<file path="config.mk">
export PLATFORM = sky130hd
export DESIGN_NAME = inst_fetch_flat
export DESIGN_NICKNAME = d
export VERILOG_FILES = /design/src/rtl/inst_fetch_pkg.sv /design/src/rtl/inst_fetch_if.sv /design/src/rtl/fetch_region_decode.sv /design/src/rtl/inst_fetch.sv /design/src/flat_wrapper.sv
export SDC_FILE = /design/constraint.sdc
export NUM_CORES = 1
export LEC_CHECK = 0
export ABC_AREA = 1
export CAP_MARGIN = 20
export CORE_AREA = 2 2 109 153
export CTS_CLUSTER_DIAMETER = 30
export DETAILED_ROUTE_END_ITERATION = 10
export DIE_AREA = 0 0 111 155
export GPL_ROUTABILITY_DRIVEN = 1
export PLACE_DENSITY = 0.63
export RECOVER_POWER = 50
export SLEW_MARGIN = 25
export SYNTH_ARGS = -nofsm -noshare
export SYNTH_HDL_FRONTEND = slang
export SYNTH_SLANG_ARGS = --single-unit
</file>
<file path="constraint.sdc">
create_clock -name clk -period 8.6 [get_ports clk]
set_input_delay 0.86 -clock clk [delete_from_list [all_inputs] [get_ports clk]]
set_output_delay 0.86 -clock clk [all_outputs]
set_load 0.01 [all_outputs]
</file>
<file path="src/rtl/inst_fetch_pkg.sv">
// Shared CPU fetch constants: reset vector, NOP encoding, region nibbles and fetch FSM encoding.
package inst_fetch_pkg;

   localparam logic [31:0] RESET_PC_DEFAULT    = 32'h4000_0000;
   localparam logic [3:0]  BIOS_REGION_DEFAULT = 4'h4;
   localparam logic [3:0]  IMEM_REGION_DEFAULT = 4'h1;
   localparam logic [31:0] NOP_INST            = 32'h0000_0013;

   typedef enum logic [1:0] {
      BOOT  = 2'd0,
      RUN   = 2'd1,
      FLUSH = 2'd2
   } fetch_state_e;

   // Clears the byte-offset bits so the PC always addresses a whole word.
   function automatic logic [31:0] word_align(input logic [31:0] addr);
      return addr & ~32'h0000_0003;
   endfunction

endpackage

</file>
<file path="src/rtl/inst_fetch_if.sv">
// Bus bundle between the fetch stage, its instruction memories and the decode stage.
interface inst_fetch_if;
   import inst_fetch_pkg::*;

   logic        stall;
   logic        redirect;
   logic [31:0] redirect_pc;
   logic        bios_ena;
   logic [11:0] bios_addr;
   logic [31:0] bios_dout;
   logic        imem_ena;
   logic [13:0] imem_addr;
   logic [31:0] imem_dout;
   logic [31:0] if_pc;
   logic [31:0] if_inst;
   logic        if_valid;
   logic        if_fault;

   modport master (
      input  stall, redirect, redirect_pc, bios_dout, imem_dout,
      output bios_ena, bios_addr, imem_ena, imem_addr,
      output if_pc, if_inst, if_valid, if_fault
   );

   modport slave (
      output stall, redirect, redirect_pc, bios_dout, imem_dout,
      input  bios_ena, bios_addr, imem_ena, imem_addr,
      input  if_pc, if_inst, if_valid, if_fault
   );
endinterface

</file>
<file path="src/rtl/fetch_region_decode.sv">
// Combinational region decode of the PC plus the fetched-word mux (NOP + fault outside both regions).
module fetch_region_decode
   import inst_fetch_pkg::*;
#(
   parameter logic [3:0] BIOS_REGION = BIOS_REGION_DEFAULT,
   parameter logic [3:0] IMEM_REGION = IMEM_REGION_DEFAULT
) (
   input  logic [3:0]  region,
   input  logic [13:0] offset,
   input  logic        fetch_en,
   input  logic [31:0] bios_dout,
   input  logic [31:0] imem_dout,
   output logic        bios_ena,
   output logic [11:0] bios_addr,
   output logic        imem_ena,
   output logic [13:0] imem_addr,
   output logic [31:0] word,
   output logic        fault
);

   assign bios_addr = offset[11:0];
   assign imem_addr = offset;

   // Select the memory owning this region and mux its read data.
   always_comb begin
      bios_ena = 1'b0;
      imem_ena = 1'b0;
      word     = NOP_INST;
      fault    = 1'b1;
      if (fetch_en && (region == BIOS_REGION)) begin
         bios_ena = 1'b1;
         word     = bios_dout;
         fault    = 1'b0;
      end else if (fetch_en && (region == IMEM_REGION)) begin
         imem_ena = 1'b1;
         word     = imem_dout;
         fault    = 1'b0;
      end else begin
         word  = NOP_INST;
         fault = 1'b1;
      end
   end

endmodule

</file>
<file path="src/rtl/inst_fetch.sv">
// Instruction fetch stage: PC register, BOOT/RUN/FLUSH control and the registered fetch output.
module inst_fetch
   import inst_fetch_pkg::*;
#(
   parameter logic [31:0] RESET_PC    = RESET_PC_DEFAULT,
   parameter logic [3:0]  BIOS_REGION = BIOS_REGION_DEFAULT,
   parameter logic [3:0]  IMEM_REGION = IMEM_REGION_DEFAULT
) (
   input  logic        clk,
   input  logic        rst,
   inst_fetch_if.master bus
);

   fetch_state_e state_r, state_s;
   logic [31:0]  pc_q, pc_s;
   logic [31:0]  if_pc_r, if_pc_s;
   logic [31:0]  if_inst_r, if_inst_s;
   logic         if_valid_r, if_valid_s;
   logic         if_fault_r, if_fault_s;
   logic [31:0]  word_s;
   logic         fault_s;

   fetch_region_decode #(
      .BIOS_REGION (BIOS_REGION),
      .IMEM_REGION (IMEM_REGION)
   ) u_decode (
      .region    (pc_q[31:28]),
      .offset    (pc_q[13:0]),
      .fetch_en  (state_r != BOOT),
      .bios_dout (bus.bios_dout),
      .imem_dout (bus.imem_dout),
      .bios_ena  (bus.bios_ena),
      .bios_addr (bus.bios_addr),
      .imem_ena  (bus.imem_ena),
      .imem_addr (bus.imem_addr),
      .word      (word_s),
      .fault     (fault_s)
   );

   assign bus.if_pc    = if_pc_r;
   assign bus.if_inst  = if_inst_r;
   assign bus.if_valid = if_valid_r;
   assign bus.if_fault = if_fault_r;

   // Next-state and next-output logic; redirect outranks stall, BOOT ignores both.
   always_comb begin
      state_s    = state_r;
      pc_s       = pc_q;
      if_pc_s    = if_pc_r;
      if_inst_s  = if_inst_r;
      if_valid_s = if_valid_r;
      if_fault_s = if_fault_r;
      case (state_r)
         BOOT: begin
            state_s = RUN;
         end
         RUN, FLUSH: begin
            if (bus.redirect) begin
               pc_s       = word_align(bus.redirect_pc);
               if_inst_s  = NOP_INST;
               if_valid_s = 1'b0;
               if_fault_s = 1'b0;
               state_s    = FLUSH;
            end else if (bus.stall) begin
               state_s = state_r;
            end else begin
               pc_s       = pc_q + 32'd4;
               if_pc_s    = pc_q;
               if_inst_s  = word_s;
               if_valid_s = 1'b1;
               if_fault_s = fault_s;
               state_s    = RUN;
            end
         end
         default: begin
            state_s = BOOT;
         end
      endcase
   end

   // State, PC and fetch output registers.
   always_ff @(posedge clk or posedge rst) begin
      if (rst) begin
         state_r    <= BOOT;
         pc_q       <= word_align(RESET_PC);
         if_pc_r    <= 32'h0000_0000;
         if_inst_r  <= NOP_INST;
         if_valid_r <= 1'b0;
         if_fault_r <= 1'b0;
      end else begin
         state_r    <= state_s;
         pc_q       <= pc_s;
         if_pc_r    <= if_pc_s;
         if_inst_r  <= if_inst_s;
         if_valid_r <= if_valid_s;
         if_fault_r <= if_fault_s;
      end
   end

endmodule

</file>
<file path="src/flat_wrapper.sv">
// flat-port wrapper written by rule: the top's interface ports become plain ports
module inst_fetch_flat import inst_fetch_pkg::*;
#(
   parameter logic [31:0] RESET_PC    = RESET_PC_DEFAULT,
   parameter logic [3:0]  BIOS_REGION = BIOS_REGION_DEFAULT,
   parameter logic [3:0]  IMEM_REGION = IMEM_REGION_DEFAULT
)
  (clk, rst, bus_stall, bus_redirect, bus_redirect_pc, bus_bios_dout, bus_imem_dout, bus_bios_ena, bus_bios_addr, bus_imem_ena, bus_imem_addr, bus_if_pc, bus_if_inst, bus_if_valid, bus_if_fault);
  inst_fetch_if bus_i ();
  input  logic clk;
  input  logic rst;
  input wire logic [$bits(bus_i.stall)-1:0] bus_stall;
  input wire logic [$bits(bus_i.redirect)-1:0] bus_redirect;
  input wire logic [$bits(bus_i.redirect_pc)-1:0] bus_redirect_pc;
  input wire logic [$bits(bus_i.bios_dout)-1:0] bus_bios_dout;
  input wire logic [$bits(bus_i.imem_dout)-1:0] bus_imem_dout;
  output wire logic [$bits(bus_i.bios_ena)-1:0] bus_bios_ena;
  output wire logic [$bits(bus_i.bios_addr)-1:0] bus_bios_addr;
  output wire logic [$bits(bus_i.imem_ena)-1:0] bus_imem_ena;
  output wire logic [$bits(bus_i.imem_addr)-1:0] bus_imem_addr;
  output wire logic [$bits(bus_i.if_pc)-1:0] bus_if_pc;
  output wire logic [$bits(bus_i.if_inst)-1:0] bus_if_inst;
  output wire logic [$bits(bus_i.if_valid)-1:0] bus_if_valid;
  output wire logic [$bits(bus_i.if_fault)-1:0] bus_if_fault;
  assign bus_i.stall = bus_stall;
  assign bus_i.redirect = bus_redirect;
  assign bus_i.redirect_pc = bus_redirect_pc;
  assign bus_i.bios_dout = bus_bios_dout;
  assign bus_i.imem_dout = bus_imem_dout;
  assign bus_bios_ena = bus_i.bios_ena;
  assign bus_bios_addr = bus_i.bios_addr;
  assign bus_imem_ena = bus_i.imem_ena;
  assign bus_imem_addr = bus_i.imem_addr;
  assign bus_if_pc = bus_i.if_pc;
  assign bus_if_inst = bus_i.if_inst;
  assign bus_if_valid = bus_i.if_valid;
  assign bus_if_fault = bus_i.if_fault;
  inst_fetch #(.RESET_PC(RESET_PC), .BIOS_REGION(BIOS_REGION), .IMEM_REGION(IMEM_REGION)) u_core (.clk(clk), .rst(rst), .bus(bus_i));
endmodule
</file>
Yosys cells after proc, flatten, opt, wreduce, memory -nomap -nowiden --
Cells that the tools add are included.
Word-level totals: register bits 100, input bits 100, output and inout port bits 94
Cells by class: mux-type cells 18, $add $sub $neg 1, bitwise logic cells 2, eq/ne operators 6, reduce and logical (&&, ||, !) cells 7
Operator list (number):
- 2-to-1 mux 32 bit | 6
- adder 32 x 3 -> 32 bit, second input constant | 1
- 2-to-1 mux 1 bit | 9
- == test 4 x 1 -> 1 bit, second input constant | 1
- == test 4 x 3 -> 1 bit, second input constant | 1
- 2-to-1 mux 2 bit | 2
- one-hot mux 2 bit (2 select lines) | 1
- inequality test 3 bit, second input constant | 1
- AND reduction 3 bit | 1
- == test 2 x 1 -> 1 bit, second input constant | 1
- == test 2 bit, second input constant | 1
- logical AND 1 bit | 2
- logical NOT 2 bit | 1
- inequality test 2 x 1 -> 1 bit, second input constant | 1
- NOT 1 bit | 2
- AND reduction 2 bit | 1
- nonzero test 2 bit | 1
- OR reduction 2 bit | 1

Logic depth before layout (Yosys ltp) --
depth in word-level cells 6, mapped depth 10, mapped depth without buffers 10

Modules after synthesis --
A second synthesis with hierarchy kept.
Unflattened totals: cells, all modules 744, area, all modules 5739.3 um2
By module, submodules not included:
- inst_fetch | instances 1, cells an instance 589, area an instance 4757.1 um2
- fetch_region_decode | instances 1, cells an instance 155, area an instance 982.2 um2

Worst setup path before layout --
No wires, ideal clock.
kind reg2out, start point register u_core.state_r[0], end point output port bus_bios_ena, required time 7740 ps, arrival time 1046 ps, cell stages (with the launch flop) 7, buffers on the path 1, path slack 6694 ps, cell sequence dfrtp_1 inv_1 ha_1 inv_1 nand4_2 inv_2 buf_4
Between the ends: word-level cells in the longest chain between the ends 3
Ends and longest elaborated chain:
- from (decl) | line inst_fetch.sv:14 | fetch_state_e state_r, state_s;
- from (signal assigned) | line inst_fetch.sv:91 | state_r <= state_s;
- nonzero test 2 bit | line inst_fetch.sv:29 | .fetch_en (state_r != BOOT),
- logical AND 1 bit | line fetch_region_decode.sv:30 | if (fetch_en && (region == BIOS_REGION)) begin
- 2-to-1 mux 1 bit | line fetch_region_decode.sv:30
- to (decl) | line flat_wrapper.sv:17 | output wire logic [$bits(bus_i.bios_ena)-1:0] bus_bios_ena;
Every way passes these cells.

==> impl_metrics.json <==
{
  "critical_path.top_delay_family": "buffers and inverters",
  "clockBufferDepth": 2,
  "cp-end-kind": "asynchronous set/reset pin",
  "clock-sinks": 96,
  "fin_setup_tns_ns": 0,
  "vias": 5100,
  "cts_tree": "done",
  "cpPeakStageDelay_ns": 2.18,
  "clock-skew-final_ns": 0.0158,
  "p_leak_nw": 3.65,
  "cap_violations": 2,
  "core_area_um2": 15900,
  "grt_pass1_wl_mm": 25.4,
  "gr-total-overflow": 0,
  "swShare_pct": 43.1,
  "clk_latency_ns": 0.35,
  "drc": 0,
  "worst_slew_pin_slew_ns": 2.96,
  "h-tree-depth": 3,
  "grt_antenna_before_repair": 0,
  "multi_input_area_um2": 2390,
  "die_w_um": 111,
  "pwr-share-seq_pct": 35.3,
  "setup_viol": 0,
  "path_class": "in -> async",
  "fin_crit_sh_pct": 58.6,
  "synthCells": 729,
  "ys_ff_latch": 96,
  "violations": "max-capacitance violations, max-slew violations",
  "cp.required_ns": 8.40,
  "synth.area.top_cells": "dfrtp_1 42%, nand2_1 16%, buf_4 4.8%, nor2_1 4.7%, a21oi_1 4.6%",
  "antennaDiodeCount": 0,
  "synth_area_um2": 5430,
  "cts_made_buffers": 9,
  "hp-class": "reg -> reg",
  "ys_seq_area_share_pct": 44.3,
  "cp_slowest_cell": "clkbuf_1",
  "port_buffers": 185,
  "fin_crit_ns": 5.04,
  "finalHoldViolCount": 0,
  "arrival_ns": 4.84,
  "nets": 976,
  "grt_max_degree": 65,
  "first_iter_violations": 294,
  "first_pass_iters": 5,
  "layout.cells.non_filler": 1077,
  "clockRootBuffer": "clkbuf_16",
  "final_max_slew_viol_count": 99,
  "net-switching-power_w": 0.000950,
  "syn_area_per_cell_um2": 7.45,
  "io_pins": 194,
  "outcome": "complete, but fails checks",
  "rows": 55,
  "power.density_nw_per_um2": 297,
  "r2r_slack_ns": 6.05,
  "seqCellArea_um2": 2410,
  "critPathMaxFanout": 52,
  "p_clk_share_pct": 17.3,
  "yosys.area.top_type": "dfrtp_1",
  "ys_warn_count": 0,
  "viasPerCell": 4.74,
  "cts-hold-fix-buffers": 0,
  "drtAntennaViolNets": 0,
  "initial_core_util_pct": 34.2,
  "area.growth.synth_to_final_pct": 36.6,
  "crit_chain": "dlygate4sd3_1 > clkinvlp_2 > clkbuf_1",
  "die_area_um2": 17200,
  "place.detailed.hpwl_mm": 11.6,
  "dp.cells": 1061,
  "irDropWorstVdd_mv": 0.139,
  "layout-drive-gt1-share_pct": 5.35,
  "wl_per_cell_um": 15.0,
  "max_freq_mhz": 198,
  "synth_top_area_share_pct": 42.4,
  "p_int_w": 0.00126,
  "post_cts_buffers": 0,
  "ctsResizeCount": 0,
  "fillers": 1618,
  "slew_headroom_pct": -97.0,
  "path_buf_inv": 3,
  "path_clk_slew_ns": 0.07,
  "wl_mm": 16.2,
  "start_kind": "input pin",
  "dieHeight_um": 155,
  "rsz0062_at_grt": "false",
  "pwr-share-comb_pct": 47.4,
  "grt_usage_pct": 18.5,
  "place.gp.congestion": 0.823,
  "grt_pass1_vias": 4680,
  "synth_cell_type_count": 34
}
-- power groups by stage --
stage	registers [W]	clock network (W)	logic, W
2_1_floorplan	0.000792	0	0.000677
4_1_cts	0.000784	0.000393	0.00110
3_3_place_gp	0.000786	0	0.00108
6_report	0.000778	0.000382	0.00104
3_5_place_dp	0.000791	0	0.00109
5_1_grt	0.000808	0.000411	0.00117
-- layout by cell type (no fill, tap or decap), types with 2 or more instances in the layout --
| master | count |
|---|---|
| clkbuf_16 | 9 |
| inv_1 | 54 |
| conb_1 | 6 |
| ha_1 | 3 |
| dlygate4sd3_1 | 70 |
| a21oi_1 | 50 |
| and2_1 | 2 |
| nor3_1 | 2 |
| nand2_1 | 237 |
| nor2_2 | 6 |
| nor2_4 | 3 |
| clkdlybuf4s50_1 | 115 |
| dfrtp_1 | 92 |
| nor2_1 | 68 |
| clkinv_4 | 2 |
| o21ai_0 | 38 |
| inv_2 | 6 |
| nand3_1 | 31 |
| clkbuf_1 | 3 |
| nand2_2 | 6 |
| o21ai_1 | 17 |
| a21o_1 | 29 |
| buf_4 | 2 |
| o22ai_1 | 7 |
| dfstp_2 | 4 |
| nand4_1 | 3 |
-- stage by stage --
| stage | total power, W | setup slack [ns] | cell area (um^2) | util, % | hold WS (ns) |
|---|---|---|---|---|---|
| floorplan | 0.00147 | 5.24 | 5450 | - | 0.481 |
| global placement | 0.00186 | 4.05 | 7150 | 45.0 | 0.454 |
| detailed placement | 0.00188 | 3.99 | 7150 | 45.0 | 0.458 |
| CTS | 0.00227 | 4.36 | 7420 | 46.7 | 0.476 |
| global route | 0.00239 | 2.77 | 7420 | 46.7 | 0.476 |
| finish | 0.00221 | 3.56 | 7420 | 46.7 | 0.466 |
-- worst reg2reg max path, cell delays in order, from the launching register on --
cell	delay [ns]
dfrtp_1	0.35
inv_1	0.06
ha_1	0.35
nand2_2	0.51
buf_4	0.54
inv_2	0.30
o21ai_0	0.15
nand2_1	0.08
nand2_1	0.07
inv_1	0.04
-- cells by family (layout without fill, tap and decap cells) --
family,Yosys count,count (layout),synth area share [%]
AND/OR/NAND/NOR,363,363,27.7
buffers and inverters,121,265,12.1
other,1,6,0.0691
adder cells (fa/ha/maj),3,3,0.691
AO/OA/AOI/OAI,145,145,15.1
flip-flops,96,96,44.3
-- layer usage --
layer | up-vias | GRT usage, % | share of wire [%]
met5 | - | 0 | 0
met4 | 0 | 5.36 | 1.6
met3 | 14 | 3.27 | 5.2
met2 | 158 | 32.2 | 51
met1 | 2348 | 23.7 | 42
li1 | 2580 | - | -
-- final timing paths --
| check | cells past startpoint | to | from |
|---|---|---|---|
| max | 3 | u_core.bus.if_valid | rst |
| min | 2 | u_core.bus.if_pc[3] | u_core.bus.if_pc[3] |
| max reg2reg | 9 | u_core.pc_q[14] | u_core.state_r[0] |
| min reg2reg | 2 | u_core.bus.if_pc[3] | u_core.bus.if_pc[3] |
| max in group clk | 10 | u_core.pc_q[14] | bus_redirect |
| min in group asynchronous | 2 | u_core.bus.if_inst[13] | rst |
-- area by class of cell --
| class | instances | share of cell area, % |
|---|---|---|
| Sequential cell | 96 | 32.5 |
| Tap cell | 199 | 3.36 |
| Multi-Input combinational cell | 517 | 32.2 |
| Clock buffer | 11 | 3.14 |
| Clock inverter | 5 | 0.573 |
| Timing Repair Buffer | 188 | 25.2 |
| Inverter | 61 | 3.10 |
-- synthesized netlist by cell type --
library cell,count
nand3_1,31
buf_4,35
a21o_1,29
a21oi_1,50
dfrtp_1,92
nor3_1,2
o21ai_1,17
o21ai_2,1
inv_1,55
conb_1,1
buf_2,14
a22oi_1,1
nor2_2,6
dfstp_2,4
buf_1,2
nand3_2,1
nor2_8,1
nand4_2,1
or2_2,1
o22ai_1,7
nand3b_1,1
inv_2,6
nand2_2,6
a32o_1,1
nand4_1,3
o21ai_0,38
buf_6,7
and2_1,2
nand2_1,237
nor2_1,68
a31oi_1,1
clkbuf_1,2
nor2_4,3
ha_1,3
-- registers in the layout, summed over array words and instances, names as in the netlist --
register / count
u_core.bus.if_inst: 32
u_core.bus.if_pc: 30
u_core.pc_q: 30
u_core.state_r: 2
u_core.bus.if_fault: 1
u_core.bus.if_valid: 1
Note: power is estimated with default switching activity, not from simulation.
